File: src/rtl/rv_core_pkg.sv
// Shared core package: register-file geometry, data width and write-back source tags.
package rv_core_pkg;

    localparam int XLEN       = 32;
    localparam int REG_ADDR_W = 5;
    localparam int NUM_REGS   = 32;

    typedef enum logic [1:0] {
        WB_NONE,
        WB_ALU,
        WB_LSU,
        WB_MDU
    } wb_src_e;

endpackage

File: src/rtl/rf_writeback_arb_if.sv
// Write-back bus: ALU/LSU/MDU result sources, issue tags, and the registered RF write port.
// Handshake: a source transfers in a cycle where valid && ready; valid/rd/wd stay stable until then.
interface rf_writeback_arb_if #(
    parameter int XLEN = rv_core_pkg::XLEN
);
    import rv_core_pkg::*;

    logic                  alu_valid;
    logic [REG_ADDR_W-1:0] alu_rd;
    logic [XLEN-1:0]       alu_wd;
    logic                  alu_stall;

    logic                  lsu_valid;
    logic                  lsu_ready;
    logic [REG_ADDR_W-1:0] lsu_rd;
    logic [XLEN-1:0]       lsu_wd;

    logic                  mdu_valid;
    logic                  mdu_ready;
    logic [REG_ADDR_W-1:0] mdu_rd;
    logic [XLEN-1:0]       mdu_wd;

    logic                  rf_we;
    logic [REG_ADDR_W-1:0] rf_rd;
    logic [XLEN-1:0]       rf_wd;

    logic                  iss_valid;
    logic [REG_ADDR_W-1:0] iss_rd;
    logic [NUM_REGS-1:0]   busy;

    // Pipeline / result-producer side.
    modport master (
        output alu_valid, alu_rd, alu_wd,
        output lsu_valid, lsu_rd, lsu_wd,
        output mdu_valid, mdu_rd, mdu_wd,
        output iss_valid, iss_rd,
        input  alu_stall, lsu_ready, mdu_ready,
        input  rf_we, rf_rd, rf_wd, busy
    );

    // Arbiter side.
    modport slave (
        input  alu_valid, alu_rd, alu_wd,
        input  lsu_valid, lsu_rd, lsu_wd,
        input  mdu_valid, mdu_rd, mdu_wd,
        input  iss_valid, iss_rd,
        output alu_stall, lsu_ready, mdu_ready,
        output rf_we, rf_rd, rf_wd, busy
    );

endinterface

File: src/rtl/rf_writeback_arb_scoreboard.sv
// Pending-write bitmap: set on issue, cleared on the matching register-file write.
// Only built when WB_SCOREBOARD_EN is defined.
`ifdef WB_SCOREBOARD_EN
module wb_scoreboard
    import rv_core_pkg::*;
(
    input  logic                  clk,
    input  logic                  rst,
    input  logic                  set_en,
    input  logic [REG_ADDR_W-1:0] set_idx,
    input  logic                  clr_en,
    input  logic [REG_ADDR_W-1:0] clr_idx,
    output logic [NUM_REGS-1:0]   busy
);

    logic [NUM_REGS-1:0] busy_q;
    logic [NUM_REGS-1:0] busy_d;

    // Clear is applied first so a same-cycle re-issue of the same register stays pending.
    always_comb begin
        busy_d = busy_q;
        if (clr_en) begin
            busy_d[clr_idx] = 1'b0;
        end
        if (set_en && (set_idx != '0)) begin
            busy_d[set_idx] = 1'b1;
        end
        busy_d[0] = 1'b0;
    end

    always_ff @(posedge clk) begin
        if (!rst) begin
            busy_q <= '0;
        end else begin
            busy_q <= busy_d;
        end
    end

    assign busy = busy_q;

endmodule
`endif

File: src/rtl/rf_writeback_arb.sv
// Register-file write-back arbiter: ALU > LSU > MDU priority with MDU anti-starvation.
// Optional pending-write scoreboard enabled by WB_SCOREBOARD_EN.
module rf_writeback_arb #(
    parameter int XLEN       = rv_core_pkg::XLEN,
    parameter int STARVE_LIM = 4
) (
    input  logic            clk,
    input  logic            rst,
    rf_writeback_arb_if.slave bus
);
    import rv_core_pkg::*;

    localparam int                CNT_W   = $clog2(STARVE_LIM + 1);
    localparam logic [CNT_W-1:0]  LIM     = CNT_W'(STARVE_LIM);
    localparam logic [CNT_W-1:0]  LIM_M1  = CNT_W'(STARVE_LIM - 1);

    wb_src_e               grant;
    logic                  xfer;
    logic [REG_ADDR_W-1:0] sel_rd;
    logic [XLEN-1:0]       sel_wd;

    logic                  rf_we_q,     rf_we_d;
    logic [REG_ADDR_W-1:0] rf_rd_q,     rf_rd_d;
    logic [XLEN-1:0]       rf_wd_q,     rf_wd_d;
    logic [CNT_W-1:0]      starve_cnt_q, starve_cnt_d;
    logic                  alu_stall_q, alu_stall_d;

    // Grant: a saturated starvation counter lets a waiting MDU pre-empt everything.
    always_comb begin
        grant = WB_NONE;
        if (rst) begin
            if ((starve_cnt_q == LIM) && bus.mdu_valid) begin
                grant = WB_MDU;
            end else if (bus.alu_valid) begin
                grant = WB_ALU;
            end else if (bus.lsu_valid) begin
                grant = WB_LSU;
            end else if (bus.mdu_valid) begin
                grant = WB_MDU;
            end
        end
    end

    assign bus.lsu_ready = (grant == WB_LSU);
    assign bus.mdu_ready = (grant == WB_MDU);

    always_comb begin
        xfer   = 1'b0;
        sel_rd = '0;
        sel_wd = '0;
        unique case (grant)
            WB_ALU: begin
                xfer   = 1'b1;
                sel_rd = bus.alu_rd;
                sel_wd = bus.alu_wd;
            end
            WB_LSU: begin
                xfer   = 1'b1;
                sel_rd = bus.lsu_rd;
                sel_wd = bus.lsu_wd;
            end
            WB_MDU: begin
                xfer   = 1'b1;
                sel_rd = bus.mdu_rd;
                sel_wd = bus.mdu_wd;
            end
            default: begin
                xfer   = 1'b0;
            end
        endcase
    end

    // Writes to x0 are accepted but dropped; rd/wd only move on a real write.
    always_comb begin
        rf_we_d = xfer && (sel_rd != '0);
        rf_rd_d = rf_we_d ? sel_rd : rf_rd_q;
        rf_wd_d = rf_we_d ? sel_wd : rf_wd_q;
    end

    always_comb begin
        starve_cnt_d = starve_cnt_q;
        alu_stall_d  = 1'b0;
        if (!bus.mdu_valid || (grant == WB_MDU)) begin
            starve_cnt_d = '0;
        end else begin
            if (starve_cnt_q != LIM) begin
                starve_cnt_d = starve_cnt_q + CNT_W'(1);
            end
            // Hold the ALU off in the cycle the forced MDU grant will happen.
            alu_stall_d = (starve_cnt_q == LIM_M1);
        end
    end

    always_ff @(posedge clk) begin
        if (!rst) begin
            rf_we_q      <= 1'b0;
            rf_rd_q      <= '0;
            rf_wd_q      <= '0;
            starve_cnt_q <= '0;
            alu_stall_q  <= 1'b0;
        end else begin
            rf_we_q      <= rf_we_d;
            rf_rd_q      <= rf_rd_d;
            rf_wd_q      <= rf_wd_d;
            starve_cnt_q <= starve_cnt_d;
            alu_stall_q  <= alu_stall_d;
        end
    end

    assign bus.rf_we     = rf_we_q;
    assign bus.rf_rd     = rf_rd_q;
    assign bus.rf_wd     = rf_wd_q;
    assign bus.alu_stall = alu_stall_q;

`ifdef WB_SCOREBOARD_EN
    logic [NUM_REGS-1:0] busy_w;

    // Clearing on the transfer makes busy drop in the same cycle rf_we is seen high.
    wb_scoreboard u_scoreboard (
        .clk     (clk),
        .rst     (rst),
        .set_en  (bus.iss_valid),
        .set_idx (bus.iss_rd),
        .clr_en  (rf_we_d),
        .clr_idx (rf_rd_d),
        .busy    (busy_w)
    );

    assign bus.busy = busy_w;
`else
    logic unused_iss;
    assign unused_iss = ^{bus.iss_valid, bus.iss_rd};
    assign bus.busy   = '0;
`endif

endmodule

File: src/flat_wrapper.sv
// flat-port wrapper written by rule: the top's interface ports become plain ports
module rf_writeback_arb_flat import rv_core_pkg::*;
#(
    parameter int XLEN       = rv_core_pkg::XLEN,
    parameter int STARVE_LIM = 4
)
  (clk, rst, bus_alu_valid, bus_alu_rd, bus_alu_wd, bus_lsu_valid, bus_lsu_rd, bus_lsu_wd, bus_mdu_valid, bus_mdu_rd, bus_mdu_wd, bus_iss_valid, bus_iss_rd, bus_alu_stall, bus_lsu_ready, bus_mdu_ready, bus_rf_we, bus_rf_rd, bus_rf_wd, bus_busy);
  rf_writeback_arb_if #(.XLEN(XLEN)) bus_i ();
  input  logic clk;
  input  logic rst;
  input wire logic [$bits(bus_i.alu_valid)-1:0] bus_alu_valid;
  input wire logic [$bits(bus_i.alu_rd)-1:0] bus_alu_rd;
  input wire logic [$bits(bus_i.alu_wd)-1:0] bus_alu_wd;
  input wire logic [$bits(bus_i.lsu_valid)-1:0] bus_lsu_valid;
  input wire logic [$bits(bus_i.lsu_rd)-1:0] bus_lsu_rd;
  input wire logic [$bits(bus_i.lsu_wd)-1:0] bus_lsu_wd;
  input wire logic [$bits(bus_i.mdu_valid)-1:0] bus_mdu_valid;
  input wire logic [$bits(bus_i.mdu_rd)-1:0] bus_mdu_rd;
  input wire logic [$bits(bus_i.mdu_wd)-1:0] bus_mdu_wd;
  input wire logic [$bits(bus_i.iss_valid)-1:0] bus_iss_valid;
  input wire logic [$bits(bus_i.iss_rd)-1:0] bus_iss_rd;
  output wire logic [$bits(bus_i.alu_stall)-1:0] bus_alu_stall;
  output wire logic [$bits(bus_i.lsu_ready)-1:0] bus_lsu_ready;
  output wire logic [$bits(bus_i.mdu_ready)-1:0] bus_mdu_ready;
  output wire logic [$bits(bus_i.rf_we)-1:0] bus_rf_we;
  output wire logic [$bits(bus_i.rf_rd)-1:0] bus_rf_rd;
  output wire logic [$bits(bus_i.rf_wd)-1:0] bus_rf_wd;
  output wire logic [$bits(bus_i.busy)-1:0] bus_busy;
  assign bus_i.alu_valid = bus_alu_valid;
  assign bus_i.alu_rd = bus_alu_rd;
  assign bus_i.alu_wd = bus_alu_wd;
  assign bus_i.lsu_valid = bus_lsu_valid;
  assign bus_i.lsu_rd = bus_lsu_rd;
  assign bus_i.lsu_wd = bus_lsu_wd;
  assign bus_i.mdu_valid = bus_mdu_valid;
  assign bus_i.mdu_rd = bus_mdu_rd;
  assign bus_i.mdu_wd = bus_mdu_wd;
  assign bus_i.iss_valid = bus_iss_valid;
  assign bus_i.iss_rd = bus_iss_rd;
  assign bus_alu_stall = bus_i.alu_stall;
  assign bus_lsu_ready = bus_i.lsu_ready;
  assign bus_mdu_ready = bus_i.mdu_ready;
  assign bus_rf_we = bus_i.rf_we;
  assign bus_rf_rd = bus_i.rf_rd;
  assign bus_rf_wd = bus_i.rf_wd;
  assign bus_busy = bus_i.busy;
  rf_writeback_arb #(.XLEN(XLEN), .STARVE_LIM(STARVE_LIM)) u_core (.clk(clk), .rst(rst), .bus(bus_i));
endmodule
File: config.mk
export PLATFORM = sky130hd
export DESIGN_NAME = rf_writeback_arb_flat
export DESIGN_NICKNAME = d
export VERILOG_FILES = /design/src/rtl/rv_core_pkg.sv /design/src/rtl/rf_writeback_arb_if.sv /design/src/rtl/rf_writeback_arb_scoreboard.sv /design/src/rtl/rf_writeback_arb.sv /design/src/flat_wrapper.sv
export SDC_FILE = /design/constraint.sdc
export NUM_CORES = 1
export LEC_CHECK = 0
export ABC_AREA = 1
export BUFFER_PORTS_ARGS = -buffer_cell sky130_fd_sc_hd__buf_2
export CAP_MARGIN = 40
export CORE_UTILIZATION = 30
export DETAILED_ROUTE_END_ITERATION = 8
export GPL_TIMING_DRIVEN = 0
export HOLD_SLACK_MARGIN = 0.1
export SYNTH_ARGS = -nofsm -noshare
export SYNTH_HDL_FRONTEND = slang
export SYNTH_SLANG_ARGS = --single-unit
File: constraint.sdc
create_clock -name clk -period 6.41 [get_ports clk]
set_input_delay 1.923 -clock clk [delete_from_list [all_inputs] [get_ports clk]]
set_output_delay 1.923 -clock clk [all_outputs]
set_load 0.1 [all_outputs]
==> flow_summary.ini, run 1 <==
[synthesis]
synth_seq_area_share = 0.2931
synth_top_area_frac = 0.2931
syn_area_per_cell_sq_um = 6.091
syn-instance-count = 471
yosys_warnings = 0
synth_top_area_cell = dfxtp_1
synthTopCellsByArea = dfxtp_1 29%, nand2_1 19%, nand4_1 9.2%, nor2_1 9.2%, buf_4 8.4%
synth.distinct_cells = 22
ys_ff_latch = 42
syn_area_sq_um = 2869

[timing]
worstMarginPinSlew_ps = 622.2
max_slew_margin = 0.5852
fin_skew_ps = 7.089
rsz0062_at_grt = false
drv_slew = 0
fmax_mhz = 176.5
tns_ps = 0
finalCritPeriodShare = 0.8838
setup_violations = 0
final-hold-violation-count = 0
layout_min_cycle_time_ps = 5665

[final_layout]
register_area_sq_um = 840.8
diodes = 0
drive_gt1_frac = 0.3308
multi_input_area_sq_um = 1565
fin_util = 0.4360
final.fill_count = 1032
final_nets = 789
syn_to_final_growth_pct = 40.43

[die]
initial_core_util = 0.3105
fp.dieH_um = 99.79
fp-row-count = 35
io_pins = 195
coreArea_sq_um = 9240
die_w_um = 99.79
die_area_sq_um = 9958

[power_and_ir_drop]
ir_drop_v = 0.00009121
powerDensity_nw_per_um2 = 272.3
p_leak_nw = 2.243

[setup_path]
slowest_delay_ps = 530
cp_cell_sequence = buf_2 -> nand3_1 -> nand2_1 -> nand2_2 -> nor2_4 -> clkbuf_1 -> buf_2
worstSetupEndpointType = output port
crit_buf_inv = 3
cp_top_family = buffers and inverters
crit_slowest_cell = buf_2
required_ps = 4490
crit_type = input pin to output port
cp_common_cell = buf_2
crit_fanout = 10
start_kind = input pin
arrival_ps = 3740

[placed_design]
dpl.hpwl_um = 7086
gp_congestion = 0.7593
port_buffers = 155

[grt]
grt_pass1_wl_um = 14510
overflow = 0
gr-usage-all-layers = 0.1836
grt_max_degree = 13
grt_pass1_vias = 3040
antenna_found_initial = 0

[clock_network]
cts.clk_slew.worst_paths_ps = 80
htreeDepth = 2
root_buffer = clkbuf_8
postCtsResizedCells = 0
cts.sinks = 42
cts_buffers = 5
cts_setup_buffers = 0
cts_tree = built
cts_hold_buf = 0
clock_path_buffers = 2
insertion_delay_ps = 290

[routing]
routed_wl_um = 9077
wire_per_inst_um = 11.43
antenna_left = 0
dr.pass1.iters = 4
drc = 0
viasPerCell = 4.339
vias = 3445
drt_iter0_markers = 75

[worst_hold_path]
hold_path_class = flop to flop

[flow_run]
maxCapViolations = 0

[outcome]
outcome = finished, final reports clean
-- layer usage --
metal	up-vias	share of wire	track usage
met5	-	0	0
met1	1509	0.45	0.2297
met2	128	0.48	0.3268
met4	0	0.0077	0.04072
li1	1801	-	-
met3	7	0.067	0.03343
-- cells by family after synthesis --
group	after synthesis	share of synthesized area
buffers and inverters	111	0.2019
xor gates and xnor gates	1	0.003053
adders and majority gates	3	0.01308
and+or+nand+nor	305	0.4727
other	1	0.001307
DFF	42	0.2931
AOI/OAI and AO/OA	8	0.01482
-- worst reg2reg max path: cells and delay by family (launching register included) --
family	cells	cell delay, ps
buf+inv	2	260
flops	1	340
fa+ha+maj	1	230
simple gates	11	1550
-- cells in the final DEF (no fill, tap or decap) --
cell / count
a21oi_1: 5
nand3_2: 3
conb_1: 32
nor2_1: 70
clkbuf_1: 15
nand2_1: 143
dfxtp_1: 42
o21ai_1: 1
inv_1: 49
nor2_2: 1
nand2_2: 2
bufinv_16: 1
buf_6: 4
clkbuf_8: 5
buf_4: 32
ha_1: 3
xor2_1: 1
nor2_4: 4
o21ai_0: 1
buf_2: 165
nand4_1: 42
nand3_1: 40
o21bai_1: 1
inv_2: 3
-- worst paths after layout --
check	start	end	slack, ps	cells after the start
max	bus_mdu_valid	bus_lsu_ready	740	7
min	u_core.bus.rf_rd[3]$_SDFFE_PN0P_	u_core.bus.rf_rd[3]$_SDFFE_PN0P_	490	2
max reg2reg	u_core.starve_cnt_q[0]$_SDFFE_PP0P_	u_core.bus.rf_wd[21]$_SDFFE_PN0P_	4000	14
min reg2reg	u_core.bus.rf_rd[3]$_SDFFE_PN0P_	u_core.bus.rf_rd[3]$_SDFFE_PN0P_	490	2
-- per-stage QoR --
| stage | cell area (sq um) | hold slack, ps | setup slack (ps) | total power, mW | instances |
|---|---|---|---|---|---|
| 5_1_grt | 4029 | 524.5 | 534.4 | 1.158 | 794 |
| 4_1_cts | 4029 | 494.3 | 693.9 | 1.109 | 794 |
| 2_1_floorplan | 2985 | 474.2 | 979.3 | 0.7885 | 502 |
| 3_3_place_gp | 3923 | 486.1 | 732.2 | 0.8925 | 786 |
| 6_report | 4029 | 489.8 | 744.7 | 1.097 | 794 |
| 3_5_place_dp | 3923 | 480.6 | 690.0 | 0.8970 | 786 |
-- state kept, by name, indices dropped and copies added, names as in the netlist --
name	cells
u_core.bus.rf_wd	32
u_core.bus.rf_we	1
u_core.bus.rf_rd	5
u_core.starve_cnt_q	3
u_core.bus.alu_stall	1
-- where the power goes --
part           leakage [nW]  switching, mW  total (mW)  internal, mW
Combinational          1.84          0.457       0.580         0.123
Clock                0.0524         0.0914       0.208         0.117
Sequential            0.346         0.0152       0.308         0.293
Total                  2.24          0.564        1.10         0.533
-- cell type report --
| type | instances | share of cell area |
|---|---|---|
| Inverter | 52 | 0.04845 |
| Timing Repair Buffer | 155 | 0.1925 |
| Clock inverter | 1 | 0.007453 |
| Clock buffer | 7 | 0.01894 |
| Sequential cell | 42 | 0.2087 |
| Tap cell | 129 | 0.04006 |
| Buffer | 59 | 0.09534 |
| Multi-Input combinational cell | 349 | 0.3885 |
-- synth_stat cells, drive strengths merged --
cell	count
nor2	75
xor2	1
nand3	43
o21bai	1
clkbuf	13
a21oi	5
nand4	42
inv	52
conb	1
nand2	145
buf	46
o21ai	2
ha	3
dfxtp	42
Power figures use the tool's default switching activity.
==> run 2, diff against run 1 <==
--- a/config.mk
+++ b/config.mk
@@ -8,10 +8,12 @@
 export ABC_AREA = 1
 export BUFFER_PORTS_ARGS = -buffer_cell sky130_fd_sc_hd__buf_2
 export CAP_MARGIN = 40
-export CORE_UTILIZATION = 30
+export CORE_UTILIZATION = 46
 export DETAILED_ROUTE_END_ITERATION = 8
 export GPL_TIMING_DRIVEN = 0
 export HOLD_SLACK_MARGIN = 0.1
+export PLACE_DENSITY = 0.87
 export SYNTH_ARGS = -nofsm -noshare
 export SYNTH_HDL_FRONTEND = slang
+export SYNTH_HIERARCHICAL = 1
 export SYNTH_SLANG_ARGS = --single-unit
==> run 2 against run 1 <==
  * Via count rose by 2.8%
  * Routed wire length fell by 4.2%
  * Combinational power barely moved
  * Non-clock buffer count fell by 1
  * Critical path type unchanged
  * Sequential power barely moved
  * Maximum frequency barely moved
  * Global-route usage rose by 7.0 points
  * Largest cell class unchanged
  * Die area fell by 33%
  * Worst hold slack improved by 19 ps
  * Core utilization rose by 23 points
  * Cell count fell by 5.7%
  * First-iteration DRC count rose by 99%
==> flow_summary.ini, run 2 <==
[grt]
grt_max_degree = 14
overflow = 0
grt_pass1_wl_um = 13140
grtUsageMet3 = 0.03667
gr-usage-all-layers = 0.2540
busiest_layer = met2
grt_util_met1 = 0.3120
grt_pass1_vias = 2975
antenna_found_initial = 0
grt_use_met2 = 0.4592

[routing]
vias = 3540
dr.pass1.iters = 4
routed_wl_um = 8697
drt_iter0_markers = 149
viasPerCell = 4.726
drc = 0
antenna_left = 0
wire_per_inst_um = 11.61

[setup_path]
arrival_ps = 3740
start_kind = input pin
r2r_setup_slack_ps = 4030
reg2reg_to = u_core/bus.rf_wd[21]$_SDFFE_PN0P_
crit_type = input pin to output port
reg2regPathDepth = 13
crit_fanout = 10
startpoint = bus_mdu_valid
r2r_start = u_core/starve_cnt_q[1]$_SDFFE_PP0P_
required_ps = 4490
worstSetupEndpointType = output port

[clock_network]
cts_buffers = 5
clock_path_buffers = 2
cts_hold_buf = 0
root_buffer = clkbuf_8
postCtsResizedCells = 0
cts.clk_slew.worst_paths_ps = 80
cts_setup_buffers = 0
htreeDepth = 2
cts_tree = built
insertion_delay_ps = 300
cts.sinks = 42

[die]
die_w_um = 81.49
fp.dieH_um = 81.49
coreArea_sq_um = 5991
initial_core_util = 0.4852
die_area_sq_um = 6641
fp-row-count = 28
io_pins = 195

[placed_design]
port_buffers = 155
dpl.hpwl_um = 6601
gp_congestion = 0.7812

[timing]
rsz0062_at_grt = false
fin_skew_ps = 9.793
final-hold-violation-count = 0
drv_slew = 0
max_slew_margin = 0.6344
setup_violations = 0
fmax_mhz = 176.5
layout_min_cycle_time_ps = 5665
worstMarginPinSlew_ps = 548.5
tns_ps = 0
finalCritPeriodShare = 0.8838

[final_layout]
layout_commonest_cell = buf_2
diodes = 0
final_nets = 798
layout_common_cells = 163 x buf_2, 148 x nand2_1, 75 x nor2_1
final.fill_count = 571
largest_reg_flops = 32
syn_to_final_growth_pct = 37.71
drive_gt1_frac = 0.3309

[synthesis]
synth_common_cells = 148 x nand2_1, 75 x nor2_1, 46 x inv_1, 43 x nand4_1, 42 x dfxtp_1
synthFlopType = dfxtp_1
synth_seq_area_share = 0.2893
postSynth.asyncResetShare = 0
synth_top_area_cell = dfxtp_1
syn-instance-count = 480
yosys_warnings = 6
ys_ff_latch = 42
syn_area_per_cell_sq_um = 6.055
synth.distinct_cells = 23
synth_top_area_frac = 0.2893
synthTopCellsByArea = dfxtp_1 29%, nand2_1 19%, nor2_1 9.7%, buf_4 9.3%, nand4_1 9.3%
synth-edff-count = 0
synth.most_common_cell = nand2_1
syn_area_sq_um = 2907

[worst_hold_path]
hold_path_class = flop to flop
holdCritStartpoint = u_core/bus.rf_rd[2]$_SDFFE_PN0P_
whs_path_depth = 2
worstHoldEndpoint = u_core/bus.rf_rd[2]$_SDFFE_PN0P_

[flow_run]
maxCapViolations = 0

[power_and_ir_drop]
ir_drop_v = 0.0001649
total_power_mw = 1.102
powerDensity_nw_per_um2 = 275.2
p_leak_nw = 2.271

[outcome]
outcome = finished, final reports clean
run 2: changes by cell type in the layout (fill, tap and decap cells not counted), moves of 2 or more:
| cell | change |
|---|---|
| inv_1 | -3 |
| nand2_1 | +5 |
| buf_6 | -4 |
| buf_2 | -2 |
| buf_4 | +4 |
| nor2_1 | +5 |
| nor2_2 | +2 |
| nand3_1 | -2 |
| clkbuf_1 | -4 |
| buf_1 | +4 |
run 2: logic make-up after synthesis:
family	Yosys count	share of synthesized area
adder cells (fa/ha/maj)	3	0.01292
XOR/XNOR	1	0.003014
other	1	0.001290
AO/OA/AOI/OAI	8	0.01377
buffers and inverters	108	0.1894
AND/OR/NAND/NOR	317	0.4903
flip-flops	42	0.2893
run 2: cell type report:
type,count,area [sq um],area share
inverters,50,187.7,0.04689
plain buffers,58,362.8,0.09065
clock inverters,2,37.54,0.009378
repair buffers,155,775.7,0.1938
well taps,75,93.84,0.02344
clock buffers,6,72.57,0.01813
flip-flops and latches,42,840.8,0.2101
multi-input cells,361,1632,0.4076
run 2: power by group:
part | total, mW | switching, mW | internal, mW | leakage (nW)
logic | 0.579 | 0.457 | 0.122 | 1.87
registers | 0.308 | 0.0150 | 0.293 | 0.346
clock network | 0.214 | 0.0980 | 0.116 | 0.0514
run 2: worst max path at each step:
stage,to,slack (ps),cells past startpoint
2_1_floorplan,bus_lsu_ready,990,6
3_3_place_gp,bus_mdu_ready,730,7
3_5_place_dp,bus_mdu_ready,740,7
4_1_cts,bus_mdu_ready,730,7
5_1_grt,bus_mdu_ready,600,7
6_report,bus_mdu_ready,750,7
run 2: per-layer routing:
| metal | wire length [um] | vias up |
|---|---|---|
| met1 | 3719 | 1565 |
| met4 | 76 | 0 |
| met5 | 0 | - |
| met2 | 4289 | 139 |
| li1 | - | 1829 |
| met3 | 612 | 7 |
run 2: through the flow:
step	cells	setup slack [ps]	area [sq um]	util	hold slack, ps
final	749	745.0	4003	0.6681	508.9
after global routing	749	604.2	4003	0.6681	522.2
after CTS	749	730.8	4003	0.6681	508.9
after detailed placement	741	741.0	3892	0.6497	497.2
after global placement	741	734.9	3892	0.6497	488.8
after floorplan	511	992.2	3023	-	478.0
run 2: critical path: stages:
cell and delay (ps):
buf_2 130, nand2_1 120, nand3_4 170, nand2_2 80, nor2_2 340, clkbuf_1 440, buf_2 520
==> run 3, diff against run 2 <==
--- a/config.mk
+++ b/config.mk
@@ -8,11 +8,11 @@
 export ABC_AREA = 1
 export BUFFER_PORTS_ARGS = -buffer_cell sky130_fd_sc_hd__buf_2
 export CAP_MARGIN = 40
-export CORE_UTILIZATION = 46
+export CORE_UTILIZATION = 40
 export DETAILED_ROUTE_END_ITERATION = 8
 export GPL_TIMING_DRIVEN = 0
 export HOLD_SLACK_MARGIN = 0.1
-export PLACE_DENSITY = 0.87
+export PLACE_DENSITY = 0.77
 export SYNTH_ARGS = -nofsm -noshare
 export SYNTH_HDL_FRONTEND = slang
 export SYNTH_HIERARCHICAL = 1
==> run 3 against run 2 <==
  * Non-clock buffer count is the same
  * Sequential share of layout area shrank 0.13 points
  * Clock power shrank 4%
  * Setup slack lost 41 ps
==> flow_summary.ini, run 3 (synthesis results as in run 2) <==
[setup_path]
cp_top_family = buffers and inverters
arrival_ps = 3780
worstSetupEndpointType = output port
startpoint = bus_lsu_valid
slowest_delay_ps = 530
cp_common_cell = buf_2
crit_slowest_cell = buf_2
crit_type = input pin to output port
start_kind = input pin
r2r_start = u_core/starve_cnt_q[0]$_SDFFE_PP0P_
cp_cell_sequence = buf_2 -> inv_1 -> nand2_1 -> nand3_4 -> nand2_2 -> nor2_2 -> clkbuf_1 -> buf_2
required_ps = 4490
crit_buf_inv = 4
crit_fanout = 10

[routing]
routed_wl_um = 8861
wire_per_inst_um = 11.51
dr.pass1.iters = 4
drc = 0
drt_iter0_markers = 124
antenna_left = 0
viasPerCell = 4.600
vias = 3542

[placed_design]
port_buffers = 155
gp_congestion = 0.7832
placed_cell_area_sq_um = 3919
dpl.hpwl_um = 6960
dpl_worst_slack_ps = 690.3

[die]
fp-row-count = 30
fp.dieH_um = 87.24
die_area_sq_um = 7611
io_pins = 195
die_w_um = 87.24
coreArea_sq_um = 6907
initial_core_util = 0.4208

[worst_hold_path]
holdCritStartpoint = u_core/bus.rf_rd[2]$_SDFFE_PN0P_
hold_path_class = flop to flop

[timing]
rsz0062_at_grt = false
layout_min_cycle_time_ps = 5706
worstMarginPinSlew_ps = 599.2
worst_slack_ps = 704.4
holdWs_ps = 504.2
setup_violations = 0
max_slew_margin = 0.6005
tns_ps = 0
finalCritPeriodShare = 0.8901
fmax_mhz = 175.3
drv_slew = 0
fin_skew_ps = 3.813
final-hold-violation-count = 0

[flow_run]
maxCapViolations = 0

[final_layout]
diodes = 0
layout_commonest_cell = buf_2
final_nets = 798
stdcell_area_sq_um = 4028
multi_input_area_sq_um = 1632
largest_reg_flops = 32
drive_gt1_frac = 0.3323
register_area_sq_um = 840.8
layout_common_cells = 163 x buf_2, 148 x nand2_1, 75 x nor2_1
final.fill_count = 750
fin_util = 0.5832
syn_to_final_growth_pct = 38.57

[clock_network]
cts_buffers = 5
cts.clk_slew.worst_paths_ps = 80
postCtsResizedCells = 0
root_buffer = clkbuf_8
htreeDepth = 2
cts_tree = built
cts_setup_buffers = 0
cts.sinks = 42
insertion_delay_ps = 290
cts_hold_buf = 0
clock_path_buffers = 2

[power_and_ir_drop]
p_leak_nw = 2.278
ir_drop_v = 0.0001245
powerDensity_nw_per_um2 = 271.4

[grt]
gr-usage-all-layers = 0.2251
grt_pass1_vias = 3152
grt_pass1_wl_um = 13520
grt_max_degree = 14
overflow = 0
antenna_found_initial = 0

[outcome]
outcome = finished, final reports clean
[run 3: layer usage]
| metal | track usage | part of all wire | vias to the layer above |
|---|---|---|---|
| met5 | 0 | 0 | - |
| met4 | 0.06259 | 0.0085 | 0 |
| met3 | 0.03697 | 0.073 | 7 |
| met2 | 0.4283 | 0.50 | 124 |
| met1 | 0.2562 | 0.42 | 1578 |
| li1 | - | - | 1833 |
[run 3: worst paths after layout]
path / slack [ps] / to / cells past startpoint
min: 500 / u_core/bus.rf_rd[2]$_SDFFE_PN0P_ / 2
max reg2reg: 4030 / u_core/bus.rf_wd[0]$_SDFFE_PN0P_ / 11
min reg2reg: 500 / u_core/bus.rf_rd[2]$_SDFFE_PN0P_ / 2
max: 700 / bus_mdu_ready / 8
[run 3: layout make-up]
type | count | area share
Buffer | 58 | 0.09009
Clock buffer | 5 | 0.01709
Clock inverter | 3 | 0.009941
Inverter | 50 | 0.04660
Multi-Input combinational cell | 361 | 0.4051
Sequential cell | 42 | 0.2088
Tap cell | 96 | 0.02982
Timing Repair Buffer | 155 | 0.1926
[run 3: tightest hold or removal path, delay by kind of cell (launching register included)]
kind / cells / cell delay (ps)
simple gates: 1 / 90
compound gates: 1 / 50
flops: 1 / 320
[run 3: through the flow]
stage / total power, mW / std cells
after floorplan: 0.7878 / 511
after global routing: 1.151 / 770
after global placement: 0.8851 / 762
final: 1.093 / 770
after detailed placement: 0.8925 / 762
after CTS: 1.102 / 770
[run 3: where the power goes]
| part | switching (mW) | internal (mW) |
|---|---|---|
| clock | 0.0917 | 0.115 |
| combinational | 0.457 | 0.122 |
| sequential | 0.0144 | 0.293 |
| total | 0.563 | 0.530 |
